## config.mk

```make
export PLATFORM = sky130hd
export DESIGN_NAME = clk_switch_ctrl
export DESIGN_NICKNAME = d
export VERILOG_FILES = /design/src/rtl/clk_switch_ctrl_pkg.sv /design/src/rtl/sync_2ff.sv /design/src/rtl/clk_switch_ctrl.sv
export SDC_FILE = /design/constraint.sdc
export NUM_CORES = 1
export LEC_CHECK = 0
export BUFFER_PORTS_ARGS = -buffer_cell sky130_fd_sc_hd__buf_4
export CORE_UTILIZATION = 40
export DETAILED_ROUTE_END_ITERATION = 16
export PLACE_DENSITY_LB_ADDON = 0.15
export SETUP_SLACK_MARGIN = 0.15
export SYNTH_ARGS = -nofsm -noshare
export SYNTH_HDL_FRONTEND = slang
export SYNTH_HIERARCHICAL = 1
export SYNTH_SLANG_ARGS = --single-unit
```

## constraint.sdc

```tcl
create_clock -name clk -period 4.15 [get_ports clk]
set_clock_uncertainty 0.15 [all_clocks]
set_input_delay 0.6225 -clock clk [delete_from_list [all_inputs] [get_ports clk]]
set_output_delay 0.6225 -clock clk [all_outputs]
set_load 0.1 [all_outputs]
```

## src/rtl/clk_switch_ctrl_pkg.sv

```systemverilog
// Shared definitions for the clock-switch controller: FSM encoding and the
// settle-window legality check used at elaboration.

`define CLK_SWITCH_CTRL_SETTLE_OK(cycles, cnt_w) (((cycles) >= 1) && ((cycles) <= ((1 << (cnt_w)) - 1)))

package clk_switch_ctrl_pkg;

   localparam logic [1:0] ST_IDLE   = 2'd0;
   localparam logic [1:0] ST_SETTLE = 2'd1;
   localparam logic [1:0] ST_REVERT = 2'd2;

endpackage

```

## src/rtl/sync_2ff.sv

```systemverilog
// One-bit two-flop synchroniser for a level that is asynchronous to clk.
// Synchronous reset clears both stages.

module sync_2ff (
   input  logic clk,
   input  logic rst,
   input  logic d,
   output logic q
);

   logic meta_r;
   logic sync_r;

   // Two-stage capture of the asynchronous input
   always_ff @(posedge clk) begin
      if (rst) begin
         meta_r <= 1'b0;
         sync_r <= 1'b0;
      end else begin
         meta_r <= d;
         sync_r <= meta_r;
      end
   end

   assign q = sync_r;

endmodule

```

## src/rtl/clk_switch_ctrl.sv

```systemverilog
// Controller for the two-input glitch-free clock switch: request handshake,
// settle window before commit, abort/revert and optional automatic failover.

module clk_switch_ctrl
   import clk_switch_ctrl_pkg::*;
#(
   parameter int unsigned SETTLE_CYCLES = 16,
   parameter int unsigned CNT_W         = 8,
   parameter bit          RESET_SEL     = 1'b0,
   parameter bit          AUTO_FAILOVER = 1'b1
) (
   input  logic       clk,
   input  logic       rst,
   input  logic       req_valid,
   input  logic       req_sel,
   output logic       req_ready,
   input  logic [1:0] src_alive,
   output logic       clk_select,
   output logic       cur_sel,
   output logic       busy,
   output logic       done,
   output logic       err,
   output logic       failover,
   output logic       no_clk
);

   localparam logic [CNT_W-1:0] CNT_LOAD = CNT_W'(SETTLE_CYCLES - 1);
   localparam logic [CNT_W-1:0] CNT_ONE  = CNT_W'(1);
   localparam logic [CNT_W-1:0] CNT_ZERO = CNT_W'(0);

   if (!`CLK_SWITCH_CTRL_SETTLE_OK(SETTLE_CYCLES, CNT_W)) begin : g_settle_illegal
      $error("clk_switch_ctrl: SETTLE_CYCLES out of range for CNT_W");
   end

   logic [1:0]       alive_s;
   logic             fo_cond_s;

   logic [1:0]       state_r,      state_next_s;
   logic [CNT_W-1:0] cnt_r,        cnt_next_s;
   logic             clk_select_r, clk_select_next_s;
   logic             cur_sel_r,    cur_sel_next_s;
   logic             busy_r,       busy_next_s;
   logic             fo_flag_r,    fo_flag_next_s;
   logic             done_r,       done_next_s;
   logic             err_r,        err_next_s;
   logic             failover_r,   failover_next_s;

   for (genvar i = 0; i < 2; i++) begin : g_sync
      sync_2ff u_sync (
         .clk (clk),
         .rst (rst),
         .d   (src_alive[i]),
         .q   (alive_s[i])
      );
   end

   // Failover takes the IDLE edge away from any pending request
   assign fo_cond_s = AUTO_FAILOVER & ~alive_s[cur_sel_r] & alive_s[~cur_sel_r];

   // Next-state, counter and pulse decode
   always_comb begin
      state_next_s      = state_r;
      cnt_next_s        = cnt_r;
      clk_select_next_s = clk_select_r;
      cur_sel_next_s    = cur_sel_r;
      busy_next_s       = busy_r;
      fo_flag_next_s    = fo_flag_r;
      done_next_s       = 1'b0;
      err_next_s        = 1'b0;
      failover_next_s   = 1'b0;
      case (state_r)
         ST_IDLE: begin
            if (fo_cond_s) begin
               clk_select_next_s = ~cur_sel_r;
               cnt_next_s        = CNT_LOAD;
               fo_flag_next_s    = 1'b1;
               busy_next_s       = 1'b1;
               state_next_s      = ST_SETTLE;
            end else if (req_valid) begin
               if (req_sel == cur_sel_r) begin
                  done_next_s = 1'b1;
               end else if (!alive_s[req_sel]) begin
                  err_next_s = 1'b1;
               end else begin
                  clk_select_next_s = req_sel;
                  cnt_next_s        = CNT_LOAD;
                  busy_next_s       = 1'b1;
                  state_next_s      = ST_SETTLE;
               end
            end else begin
               state_next_s = ST_IDLE;
            end
         end
         ST_SETTLE: begin
            if (!alive_s[clk_select_r]) begin
               clk_select_next_s = cur_sel_r;
               cnt_next_s        = CNT_LOAD;
               state_next_s      = ST_REVERT;
            end else if (cnt_r == CNT_ZERO) begin
               cur_sel_next_s = clk_select_r;
               busy_next_s    = 1'b0;
               fo_flag_next_s = 1'b0;
               state_next_s   = ST_IDLE;
               if (fo_flag_r) begin
                  failover_next_s = 1'b1;
               end else begin
                  done_next_s = 1'b1;
               end
            end else begin
               cnt_next_s = cnt_r - CNT_ONE;
            end
         end
         ST_REVERT: begin
            if (cnt_r == CNT_ZERO) begin
               err_next_s     = 1'b1;
               busy_next_s    = 1'b0;
               fo_flag_next_s = 1'b0;
               state_next_s   = ST_IDLE;
            end else begin
               cnt_next_s = cnt_r - CNT_ONE;
            end
         end
         default: begin
            clk_select_next_s = cur_sel_r;
            cnt_next_s        = CNT_ZERO;
            busy_next_s       = 1'b0;
            fo_flag_next_s    = 1'b0;
            state_next_s      = ST_IDLE;
         end
      endcase
   end

   // State and output registers
   always_ff @(posedge clk) begin
      if (rst) begin
         state_r      <= ST_IDLE;
         cnt_r        <= CNT_ZERO;
         clk_select_r <= RESET_SEL;
         cur_sel_r    <= RESET_SEL;
         busy_r       <= 1'b0;
         fo_flag_r    <= 1'b0;
         done_r       <= 1'b0;
         err_r        <= 1'b0;
         failover_r   <= 1'b0;
      end else begin
         state_r      <= state_next_s;
         cnt_r        <= cnt_next_s;
         clk_select_r <= clk_select_next_s;
         cur_sel_r    <= cur_sel_next_s;
         busy_r       <= busy_next_s;
         fo_flag_r    <= fo_flag_next_s;
         done_r       <= done_next_s;
         err_r        <= err_next_s;
         failover_r   <= failover_next_s;
      end
   end

   assign req_ready  = (state_r == ST_IDLE) & ~fo_cond_s;
   assign clk_select = clk_select_r;
   assign cur_sel    = cur_sel_r;
   assign busy       = busy_r;
   assign done       = done_r;
   assign err        = err_r;
   assign failover   = failover_r;
   assign no_clk     = ~alive_s[cur_sel_r];

endmodule

```

* Word level (Yosys, flattened, before mapping)
Index checks and enable logic that the tools add are counted.
W data, S select, Z words.
** Cells by class
- Add/sub/neg operators :: 1
- $lt $le $gt $ge :: 4
- Equal/unequal tests :: 11
- Muxes and demuxes :: 53
- Bitwise operators :: 9
- Reductions and logical operators :: 9
** Operators by type and width (number)
- $mux W8 :: 6
- $mux W1 :: 34
- $pmux W8 S3 :: 1
- $mux W2 :: 6
- $ne A3 B3 Y1 const B :: 3
- $pmux W1 S3 :: 3
- $logic_not A8 Y1 :: 1
- $lt A1 B2 Y1 const B :: 4
- $ne A4 B4 Y1 const B :: 2
- $sub A8 B1 Y8 const B :: 1
- $not A1 Y1 :: 7
- $ne A2 B2 Y1 const B :: 3
- $pmux W2 S3 :: 1
- $reduce_and A3 Y1 :: 2
- $reduce_and A5 Y1 :: 1
- $pmux W1 S2 :: 2
- $reduce_and A2 Y1 :: 2
- $reduce_and A4 Y1 :: 1
- $reduce_or A4 Y1 :: 1
- $and A1 B1 Y1 :: 2
- $eq A2 B1 Y1 const B :: 1
- $eq A2 B2 Y1 const B :: 1
- $logic_not A2 Y1 :: 1
- $eq A1 B1 Y1 :: 1
** Storage, ports and cells
- Flip-flop bits (word level) :: 21
- Output and inout port bits :: 8
- Logic and storage cells :: 100

* Logic depth before layout (Yosys ltp)
Gate-level depths: netlist of the first run.
- Depth in word-level cells :: 7
- Gate-level depth with buffers :: 8
- Mapped depth without buffers :: 7

* By module
The synthesis of the first run kept the hierarchy.
** By module, submodules not included
- clk_switch_ctrl :: times used 1, cells each 144, area each 1107.3 sq um
- sync_2ff :: times used 2, cells each 4, area each 52.6 sq um

* Worst setup path before layout of the first run
OpenSTA, ideal clock, no wires.
- Kind :: reg2out
- From :: register cur_sel_r, in the netlist cur_sel
- To :: output port no_clk
- Arrival time :: 2950 ps
- Path slack :: 427 ps
- Cell stages (with the launch flop) :: 3
- Buffers on the path :: 1
- Path through :: dfxtp_1 > clkbuf_1 > mux2i_1
** Between the ends
- Word-level cells in the longest chain between the ends :: 3
** RTL lines
- from (decl) :: RTL line clk_switch_ctrl.sv:41 : logic cur_sel_r, cur_sel_next_s;
- from (signal assigned) :: RTL line clk_switch_ctrl.sv:149 : cur_sel_r <= cur_sel_next_s;
- $mux W1 (not written as such) (2 in series) :: RTL line clk_switch_ctrl.sv:165 : assign no_clk = ~alive_s[cur_sel_r];
- $not A1 Y1 :: RTL line clk_switch_ctrl.sv:165
- to (decl) :: RTL line clk_switch_ctrl.sv:24 : output logic no_clk
Every way passes these cells. The select of a mux whose other input is x is not followed.

* Worst setup path after layout of the first run
- From :: register state_r[0]
- To :: output port req_ready
** Between the ends
- Word-level cells in the longest chain between the ends :: 2
** RTL lines
- from (decl) :: RTL line clk_switch_ctrl.sv:38 : logic [1:0] state_r, state_next_s;
- from (signal assigned) :: RTL line clk_switch_ctrl.sv:146 : state_r <= state_next_s;
- $logic_not A2 Y1 :: RTL line clk_switch_ctrl.sv:158 : assign req_ready = (state_r == ST_IDLE) & ~fo_cond_s;
- $and A1 B1 Y1 :: RTL line clk_switch_ctrl.sv:158
- to (decl) :: RTL line clk_switch_ctrl.sv:16 : output logic req_ready,
Every way passes these cells.

==> results of run 1 <==
[layout make-up]
| cell class | instances | area (um^2) | share of cell area (%) |
|---|---|---|---|
| Multi-Input combinational cell | 113 | 707 | 53.1 |
| Sequential cell | 21 | 420 | 31.6 |
| Timing Repair Buffer | 13 | 97.6 | 7.33 |
| Tap cell | 31 | 38.8 | 2.91 |
| Inverter | 10 | 37.5 | 2.82 |
| Clock buffer | 3 | 22.5 | 1.69 |
| Clock inverter | 1 | 7.51 | 0.564 |
[per-layer routing]
layer | part of all wire, % | vias up | GRT usage [%]
met1 | 54 | 522 | 22.0
met3 | 3.0 | 4 | 3.85
met4 | 1.1 | 0 | 6.27
met2 | 42 | 19 | 24.5
li1 | - | 561 | -
met5 | 0 | - | 0
[power by group]
| group | leakage, nW | internal, mW | switching, mW | total (mW) |
|---|---|---|---|---|
| clock | 0.0139 | 0.0368 | 0.0674 | 0.104 |
| combinational | 0.334 | 0.0383 | 0.0828 | 0.121 |
| sequential | 0.171 | 0.211 | 0.00836 | 0.219 |
| total | 0.519 | 0.286 | 0.158 | 0.445 |
[registers in the layout (all words and copies together) (netlist names), 2 cells and up]
register	cells
state_r	2
g_sync.u_sync/q	2
g_sync.u_sync/meta_r	2
cnt_r	8
[synthesized netlist by cell type (2+ instances only)]
library cell / number
a21o_1: 2
a31oi_1: 5
nand4_1: 2
inv_1: 9
nand3_1: 5
o21ai_0: 2
a21oi_1: 13
nor2_1: 13
xor2_1: 2
a211o_1: 3
clkbuf_1: 4
nand3b_1: 2
nor2b_1: 6
o21ai_1: 4
and3_1: 2
nand2b_1: 3
ha_1: 6
buf_6: 2
mux2i_1: 2
o32ai_1: 2
nand2_1: 12
dfxtp_1: 21
or3_1: 3
buf_2: 2
nor3_1: 7
nor3b_1: 2
or4_1: 2
[cell families after synthesis]
group	synth area share (%)
xor+xnor	2.17
flops	34.7
fa+ha+maj	6.19
buf+inv	7.02
simple gates	26.6
mux	2.58
compound gates	20.7
[worst max path at each step]
stage,from,endpoint,depth (start not counted),slack [ps]
2_1_floorplan,cur_sel$_SDFFE_PP0P_,no_clk,2,430
3_3_place_gp,req_sel,cnt_r[2]$_SDFFE_PP0P_,6,1930
3_5_place_dp,req_sel,cnt_r[2]$_SDFFE_PP0P_,6,1890
4_1_cts,state_r[0]$_SDFFE_PP0P_,req_ready,5,1750
5_1_grt,state_r[0]$_SDFFE_PP0P_,req_ready,5,1660
6_report,state_r[0]$_SDFFE_PP0P_,req_ready,5,1780
[per-stage QoR]
step / area, um^2 / utilization [%] / hold WS [ps] / instances / total power [mW]
after detailed placement: 1300 / 46.4 / 272 / 188 / 0.344
after floorplan: 1210 / - / 264 / 152 / 0.322
final: 1330 / 47.5 / 302 / 192 / 0.445
after global routing: 1330 / 47.5 / 327 / 192 / 0.471
after global placement: 1300 / 46.4 / 272 / 188 / 0.343
after CTS: 1330 / 47.5 / 303 / 192 / 0.447
==> impl_metrics.json, run 1 <==
{
  "run_status": "finished clean",
  "count_of_h_tree_levels_built_during_cts": 1,
  "cts_tree": "built",
  "cp_data_required_time_ps": 3380,
  "layout_common_cells": "dfxtp_1 (21), nor2_1 (13), a21oi_1 (13), buf_4 (13), nand2_1 (12)",
  "worst_r2r_path_depth": 7,
  "die-area_mm2": 0.00326,
  "setup_viol": 0,
  "max-vdd-ir-drop_v": 0.000207,
  "synth_top_cell_by_area": "dfxtp_1",
  "most_common_cell_after_layout_fill_and_taps_aside": "dfxtp_1",
  "end_of_the_worst_register_to_register_path": "cnt_r[6]$_SDFFE_PP0P_",
  "syn_nets": 164,
  "wl_mm": 2.57,
  "synthesis.yosys.warnings": 6,
  "layout-drive-gt1-share_pct": 11.8,
  "drv_cap": 0,
  "chipWidth_um": 57.1,
  "io_buffers": 13,
  "tritoncts_num_sinks": 21,
  "post_cts_hold_buffer_count": 0,
  "ff2ff_setup_slack_ps": 2000,
  "min_delay_path_depth": 1,
  "grt_start_max_net_pins": 24,
  "netlist.area_leader.share_pct": 34.7,
  "stage_delay_of_the_slowest_cell_on_the_critical_path_ps": 360,
  "avgRoutedWirePerCell_um": 13.4,
  "worst-path-max-fanout": 7,
  "hold_fails_final_rpt": 0,
  "timing.setup.critical_path_class": "register to primary output",
  "timing.critical_path.arrival_ps": 1600,
  "postSynthCellCount": 152,
  "hold_path_startpoint": "g_sync[1].u_sync/meta_r$_SDFF_PP0_",
  "synth_top_flop_cell": "dfxtp_1",
  "drc": 0,
  "grt_pass1_vias": 939,
  "worst_slew_pin_slew_ps": 574,
  "asyncSetResetFlopFracSynth_pct": 0,
  "die-height_um": 57.1,
  "power_density_mw_per_mm2": 334,
  "crit_buf_inv": 3,
  "initial_antenna_violation_count": 0,
  "tritoncts.num_buffers": 3,
  "antenna_cells_inserted": 0,
  "fill_cells": 292,
  "clkLatencyLatePin_ps": 310,
  "preCtsSetupSlack_ps": 1890,
  "cts.reportedPaths.clkPinSlew_ps": 130,
  "routabilityCongestion": 0.839,
  "critical_path.most_common_cell": "inv_1",
  "worstPathCellList": "inv_1, ha_1, inv_1, nor2_1, buf_4",
  "slowest_stage": "dfxtp_1",
  "timing_max_transition_violations_final": 0,
  "global_route.overflow_total": 0,
  "cts.path.max_buffers": 2,
  "path_delay_family": "buffers and inverters",
  "final_antenna_net_count": 0,
  "detailroute.via_count": 1106,
  "grt_usage_pct": 16.1,
  "timing.final.ws_setup_ps": 1780,
  "post_cts.resized_instances": 0,
  "syn-mean-instance-area_um2": 7.98,
  "grt_setup_unrepaired": "false",
  "classification_of_the_worst_slack_hold_path": "register to register",
  "max_clock_freq_ghz": 0.422,
  "fp.coreArea_mm2": 0.00281,
  "proportion_of_synthesized_chip_area_in_sequential_cells_pct": 34.7,
  "synth-seq-cells": 21,
  "dpl.hpwl_mm": 1.91,
  "layout-area-overhead-vs-synth_pct": 9.80,
  "fin_crit_sh_pct": 57.1,
  "detail_route.first_pass.iterations": 4,
  "first_iter_violations": 42,
  "timing.max_slew.rel_slack_pct": 61.4,
  "post-route-min-period_ps": 2370,
  "startpoint_type": "register",
  "number_of_nets_at_the_end_of_the_flow": 174,
  "placement_rows": 19,
  "drt-vias-per-instance": 5.76,
  "critical_path.reg2reg.startpoint": "cnt_r[0]$_SDFFE_PP0P_",
  "end_kind": "primary output",
  "synth-edff-count": 0,
  "cell_variety_after_synth": 41,
  "setup_total_negative_slack_ps": 0,
  "netlist_top_cells_area": "dfxtp_1 (35%), ha_1 (6.2%), a21oi_1 (5.4%), nor2_1 (4.0%), nand2_1 (3.7%)",
  "cellLeakagePower_nw": 0.519,
  "master_cell_of_the_clock_root_buffer": "clkbuf_4",
  "holdPathEnd": "g_sync[1].u_sync/q$_SDFF_PP0_",
  "mapped_area_mm2": 0.00121,
  "floorplan.io_pins": 14,
  "grt_pass1_wl_mm": 4.08,
  "post_cts.repair.setup_buffers": 0,
  "floorplan.initialDensity_pct": 43.2
}
(Power assumes the default switching activity.)
==> inputs of run 2 (changes only) <==
==> constraint.sdc (replaced) <==
create_clock -name clk -period 2.25 [get_ports clk]
set_clock_uncertainty 0.15 [all_clocks]
set_input_delay 0.3375 -clock clk [delete_from_list [all_inputs] [get_ports clk]]
set_output_delay 0.3375 -clock clk [all_outputs]
set_load 0.1 [all_outputs]
==> run 2 against run 1 <==
Compared with the run above: the flow now finishes with violations (DRC); combinational power increased by 100%; utilization increased by 2.7 points; total power rose by 88%; cell count rose by 2.1%; first-iteration DRC count rose by 31%; critical endpoint unchanged; largest power group unchanged.
==> impl_metrics.json, run 2 (synthesis gave the netlist of run 1 again) <==
{
  "drc": 2,
  "post-route-min-period_ps": 1980,
  "failing_checks": "DRC",
  "share_seq_of_total_power_pct": 48.2,
  "p_sw_share_pct": 35.1,
  "clkLatencyLatePin_ps": 310,
  "post_cts_hold_buffer_count": 0,
  "antenna_cells_inserted": 0,
  "dpl.hpwl_mm": 1.98,
  "layout_common_cells": "dfxtp_1 (17), buf_4 (16), nand2_1 (12), nor2_1 (12), a21oi_1 (12)",
  "timing_max_transition_violations_final": 0,
  "placement_rows": 19,
  "routabilityCongestion": 0.872,
  "timing.max_slew.rel_slack_pct": 72.4,
  "layout-drive-gt1-share_pct": 20.0,
  "holdWs_ps": 87.1,
  "hold_fails_final_rpt": 0,
  "drt-vias-per-instance": 5.74,
  "avgRoutedWirePerCell_um": 14.3,
  "io_buffers": 13,
  "layout-area-overhead-vs-synth_pct": 16.1,
  "p_switching_uw": 294,
  "flip_flop_count_of_the_largest_register_all_copies_and_words_added": 8,
  "cts.reportedPaths.clkPinSlew_ps": 110,
  "grt_usage_pct": 18.2,
  "biggest_register": "cnt_r",
  "power_report.internal_total_uw": 544,
  "drv_cap": 0,
  "startpoint_type": "register",
  "max-vdd-ir-drop_v": 0.000344,
  "timing.setup.critical_path_class": "register to primary output",
  "cellLeakagePower_nw": 0.555,
  "timing.critical_path.arrival_ps": 1500,
  "grt_start_max_net_pins": 24,
  "max_clock_freq_ghz": 0.504,
  "worst-path-max-fanout": 7,
  "floorplan.initialDensity_pct": 43.2,
  "master_cell_of_the_clock_root_buffer": "clkbuf_4",
  "grt_pass1_vias": 1054,
  "p_comb_share_pct": 29.5,
  "wl_mm": 2.79,
  "power_density_mw_per_mm2": 595,
  "detailroute.via_count": 1126,
  "tritoncts.num_buffers": 3,
  "global_route.overflow_total": 0,
  "setup_viol": 0,
  "most_common_cell_after_layout_fill_and_taps_aside": "dfxtp_1",
  "grt_setup_unrepaired": "false",
  "first_iter_violations": 55,
  "number_of_nets_at_the_end_of_the_flow": 178,
  "final_antenna_net_count": 0,
  "die-area_mm2": 0.00326,
  "chipWidth_um": 57.1,
  "detail_route.first_pass.iterations": 10,
  "die-height_um": 57.1,
  "cts_tree": "built",
  "end_kind": "primary output",
  "grt_pass1_wl_mm": 4.71,
  "floorplan.io_pins": 14,
  "tritoncts_num_sinks": 21,
  "count_of_h_tree_levels_built_during_cts": 1,
  "cp_data_required_time_ps": 1760,
  "classification_of_the_worst_slack_hold_path": "input port to register",
  "initial_antenna_violation_count": 0,
  "run_status": "finished, violations left",
  "clock_power_share_pct": 22.4,
  "fp.coreArea_mm2": 0.00281,
  "cts.path.max_buffers": 2,
  "worst_slew_pin_slew_ps": 413,
  "setup_total_negative_slack_ps": 0,
  "fin_crit_sh_pct": 88.2
}
## run 2: cell count changes in the layout (fill, tap and decap cells not counted), sizes merged
cell	change
clkinvlp	-1
clkbuf	+1
buf	+4
## run 2: what timing repair did
item                       4_1_cts  5_1_grt
setup buffers                    0        0
resized for setup                2        7
setup endpoints to repair        2       10
## run 2: area by class of cell
type / instances / area (um^2)
clock buffer: 4 / 26.3
fill: 274 / 1400
inverter: 10 / 37.5
multi-input combinational: 113 / 746
sequential: 21 / 428
tap: 31 / 38.8
timing repair buffer: 17 / 131
## run 2: final timing paths
| kind | slack [ps] | cells past startpoint | to | start |
|---|---|---|---|---|
| setup / recovery | 270 | 5 | req_ready | state_r[1]$_SDFFE_PP0P_ |
| hold / removal | 90 | 2 | g_sync[0].u_sync/meta_r$_SDFF_PP0_ | src_alive[0] |
| setup reg to reg | 280 | 7 | cnt_r[0]$_SDFFE_PP0P_ | cnt_r[0]$_SDFFE_PP0P_ |
| hold reg to reg | 300 | 1 | g_sync[0].u_sync/q$_SDFF_PP0_ | g_sync[0].u_sync/meta_r$_SDFF_PP0_ |
## run 2: power groups by stage
stage / clock [mW] / sequential, mW / combinational, mW
after floorplan: 0 / 0.446 / 0.150
after global placement: 0 / 0.411 / 0.232
after detailed placement: 0 / 0.411 / 0.234
after CTS: 0.188 / 0.403 / 0.240
after global routing: 0.203 / 0.406 / 0.268
final: 0.187 / 0.404 / 0.247
## run 2: critical path: stages (launching register included)
cell,delay [ps]
dfxtp_1,370
inv_1,90
ha_2,260
inv_1,140
nor2_4,110
buf_6,230
## run 2: metrics by stage
stage | setup WS (ps) | cells | cell area, um^2 | utilization [%] | power [mW]
floorplan | 245 | 152 | 1240 | - | 0.596
global placement | 217 | 192 | 1360 | 48.3 | 0.643
detailed placement | 220 | 192 | 1360 | 48.3 | 0.646
CTS | 187 | 196 | 1390 | 49.5 | 0.831
global route | 156 | 196 | 1410 | 50.2 | 0.877
finish | 266 | 196 | 1410 | 50.2 | 0.838
## run 2: layer usage
metal | GRT usage [%] | part of all wire, % | vias to the layer above | wire length, um
met3 | 3.40 | 4.7 | 4 | 130
met2 | 28.7 | 46 | 32 | 1290
li1 | - | - | 568 | -
met1 | 24.7 | 48 | 522 | 1350
met4 | 7.32 | 1.1 | 0 | 30
met5 | 0 | 0 | - | 0
==> inputs of run 3 (changes only) <==
--- a/config.mk
+++ b/config.mk
@@ -8,6 +8,7 @@
 export BUFFER_PORTS_ARGS = -buffer_cell sky130_fd_sc_hd__buf_4
 export CORE_UTILIZATION = 40
 export DETAILED_ROUTE_END_ITERATION = 16
+export HOLD_SLACK_MARGIN = 0.15
 export PLACE_DENSITY_LB_ADDON = 0.15
 export SETUP_SLACK_MARGIN = 0.15
 export SYNTH_ARGS = -nofsm -noshare
==> run 3 against run 2 <==
Compared with the run above: count of clock-buffer cells in the layout unchanged; wire length is 0.43% higher; sequential share of layout area decreased by 0.43 points; clock power about the same; maximum frequency down 0.14%; die area stayed put; critical path depth unchanged; largest cell class unchanged; combinational power hardly changed; total power up 0.23%; utilization is 0.71 points higher; the flow still finishes with violations (DRC); cell count rose by 1.0%; register-to-register slack about the same.
==> impl_metrics.json, run 3 (synthesis gave the netlist of run 1 again) <==
{
  "run_status": "finished, violations left",
  "failing_checks": "DRC",
  "fp.coreArea_mm2": 0.00281,
  "cellLeakagePower_nw": 0.564,
  "hold_fails_final_rpt": 0,
  "count_of_h_tree_levels_built_during_cts": 1,
  "grt_usage_pct": 18.5,
  "global_route.overflow_total": 0,
  "final_antenna_net_count": 0,
  "number_of_nets_at_the_end_of_the_flow": 180,
  "dpl.hpwl_mm": 1.98,
  "grt_pass1_wl_mm": 4.78,
  "die-area_mm2": 0.00326,
  "chipWidth_um": 57.1,
  "worstPathCellList": "inv_1, ha_2, inv_1, nor2_4, buf_6",
  "timing.critical_path.arrival_ps": 1500,
  "first_iter_violations": 56,
  "cp_data_required_time_ps": 1760,
  "detail_route.first_pass.iterations": 10,
  "max_clock_freq_ghz": 0.503,
  "slowest_stage": "dfxtp_1",
  "initial_antenna_violation_count": 0,
  "timing.setup.critical_path_class": "register to primary output",
  "detailroute.via_count": 1121,
  "post-route-min-period_ps": 1990,
  "setup_total_negative_slack_ps": 0,
  "antenna_cells_inserted": 0,
  "tritoncts.num_buffers": 3,
  "drc": 2,
  "end_kind": "primary output",
  "most_common_cell_after_layout_fill_and_taps_aside": "dfxtp_1",
  "cts_tree": "built",
  "grt_pass1_vias": 1071,
  "routabilityCongestion": 0.872,
  "crit_buf_inv": 3,
  "cts.reportedPaths.clkPinSlew_ps": 120,
  "setup_viol": 0,
  "floorplan.initialDensity_pct": 43.2,
  "cts.path.max_buffers": 2,
  "timing_max_transition_violations_final": 0,
  "power_density_mw_per_mm2": 588,
  "drv_cap": 0,
  "grt_start_max_net_pins": 24,
  "fin_crit_sh_pct": 88.3,
  "classification_of_the_worst_slack_hold_path": "input port to register",
  "max-vdd-ir-drop_v": 0.000348,
  "worst_slew_pin_slew_ps": 392,
  "layout_common_cells": "dfxtp_1 (17), buf_4 (16), nand2_1 (12), nor2_1 (12), a21oi_1 (12)",
  "flip_flop_count_of_the_largest_register_all_copies_and_words_added": 8,
  "path_delay_family": "buffers and inverters",
  "fill_cells": 271,
  "io_buffers": 13,
  "biggest_register": "cnt_r",
  "wl_mm": 2.81,
  "master_cell_of_the_clock_root_buffer": "clkbuf_4",
  "startpoint_type": "register",
  "critical_path.most_common_cell": "inv_1",
  "timing.max_slew.rel_slack_pct": 73.8,
  "placement_rows": 19,
  "stage_delay_of_the_slowest_cell_on_the_critical_path_ps": 370,
  "drt-vias-per-instance": 5.66,
  "layout-area-overhead-vs-synth_pct": 17.8,
  "avgRoutedWirePerCell_um": 14.2,
  "die-height_um": 57.1,
  "floorplan.io_pins": 14,
  "total_power_uw": 840,
  "tritoncts_num_sinks": 21,
  "layout-drive-gt1-share_pct": 19.8,
  "grt_setup_unrepaired": "false",
  "worst-path-max-fanout": 7,
  "clkLatencyLatePin_ps": 310
}
-- run 3: repair_timing --
| item | CTS | global route |
|---|---|---|
| hold buffers | 2 | 0 |
| pin swaps | 0 | 0 |
| endpoints found under the setup margin | 2 | 10 |
| gates resized for setup | 2 | 7 |
| cloned | 0 | 0 |
| setup buffers | 0 | 0 |
| hold endpoints to repair | 2 | 0 |
-- run 3: final timing paths --
path | startpoint | endpoint | slack, ps | cells after the start
worst min register to register | g_sync[0].u_sync/meta_r$_SDFF_PP0_ | g_sync[0].u_sync/q$_SDFF_PP0_ | 300 | 1
worst max register to register | cnt_r[0]$_SDFFE_PP0P_ | cnt_r[0]$_SDFFE_PP0P_ | 270 | 7
worst min-delay path | rst | cnt_r[0]$_SDFFE_PP0P_ | 200 | 2
worst max-delay path | state_r[1]$_SDFFE_PP0P_ | req_ready | 260 | 5
-- run 3: metrics by stage --
step / utilization [%] / cell area [um^2] / hold WS (ps) / worst slack (ps) / instances
final: 50.9 / 1430 / 204 / 263 / 198
after global routing: 50.9 / 1430 / 216 / 156 / 198
after CTS: 50.2 / 1410 / 215 / 187 / 198
after detailed placement: 48.3 / 1360 / 281 / 220 / 192
after global placement: 48.3 / 1360 / 268 / 217 / 192
after floorplan: - / 1240 / 259 / 245 / 152
-- run 3: layer usage --
metal	track usage [%]	vias to the layer above	share of wire [%]
met5	0	-	0
met4	7.32	0	1.0
met3	3.40	4	4.7
met2	29.4	30	47
met1	24.9	513	47
li1	-	574	-
-- run 3: area by class of cell --
cell class                 instances  area, um^2  area share (%)
tap                               31        38.8            2.72
sequential                        21         428            30.0
timing repair buffer              19         151            10.6
clock buffer                       4        26.3            1.84
multi-input combinational        113         746            52.2
inverter                          10        37.5            2.63
-- run 3: report_power, final --
group          leakage (nW)  internal (mW)  switching (mW)  total, mW
clock network        0.0150         0.0691           0.117      0.187
logic                 0.375         0.0877           0.162      0.250
registers             0.173          0.389          0.0146      0.404
total                 0.564          0.546           0.294      0.840
-- run 3: worst register-to-register path, stage by stage, from the launching register on --
cell and delay (ps):
dfxtp_2 370, inv_1 80, ha_1 220, nor4b_2 170, and2_4 180, or3_1 340, a211o_1 300, a21oi_1 110
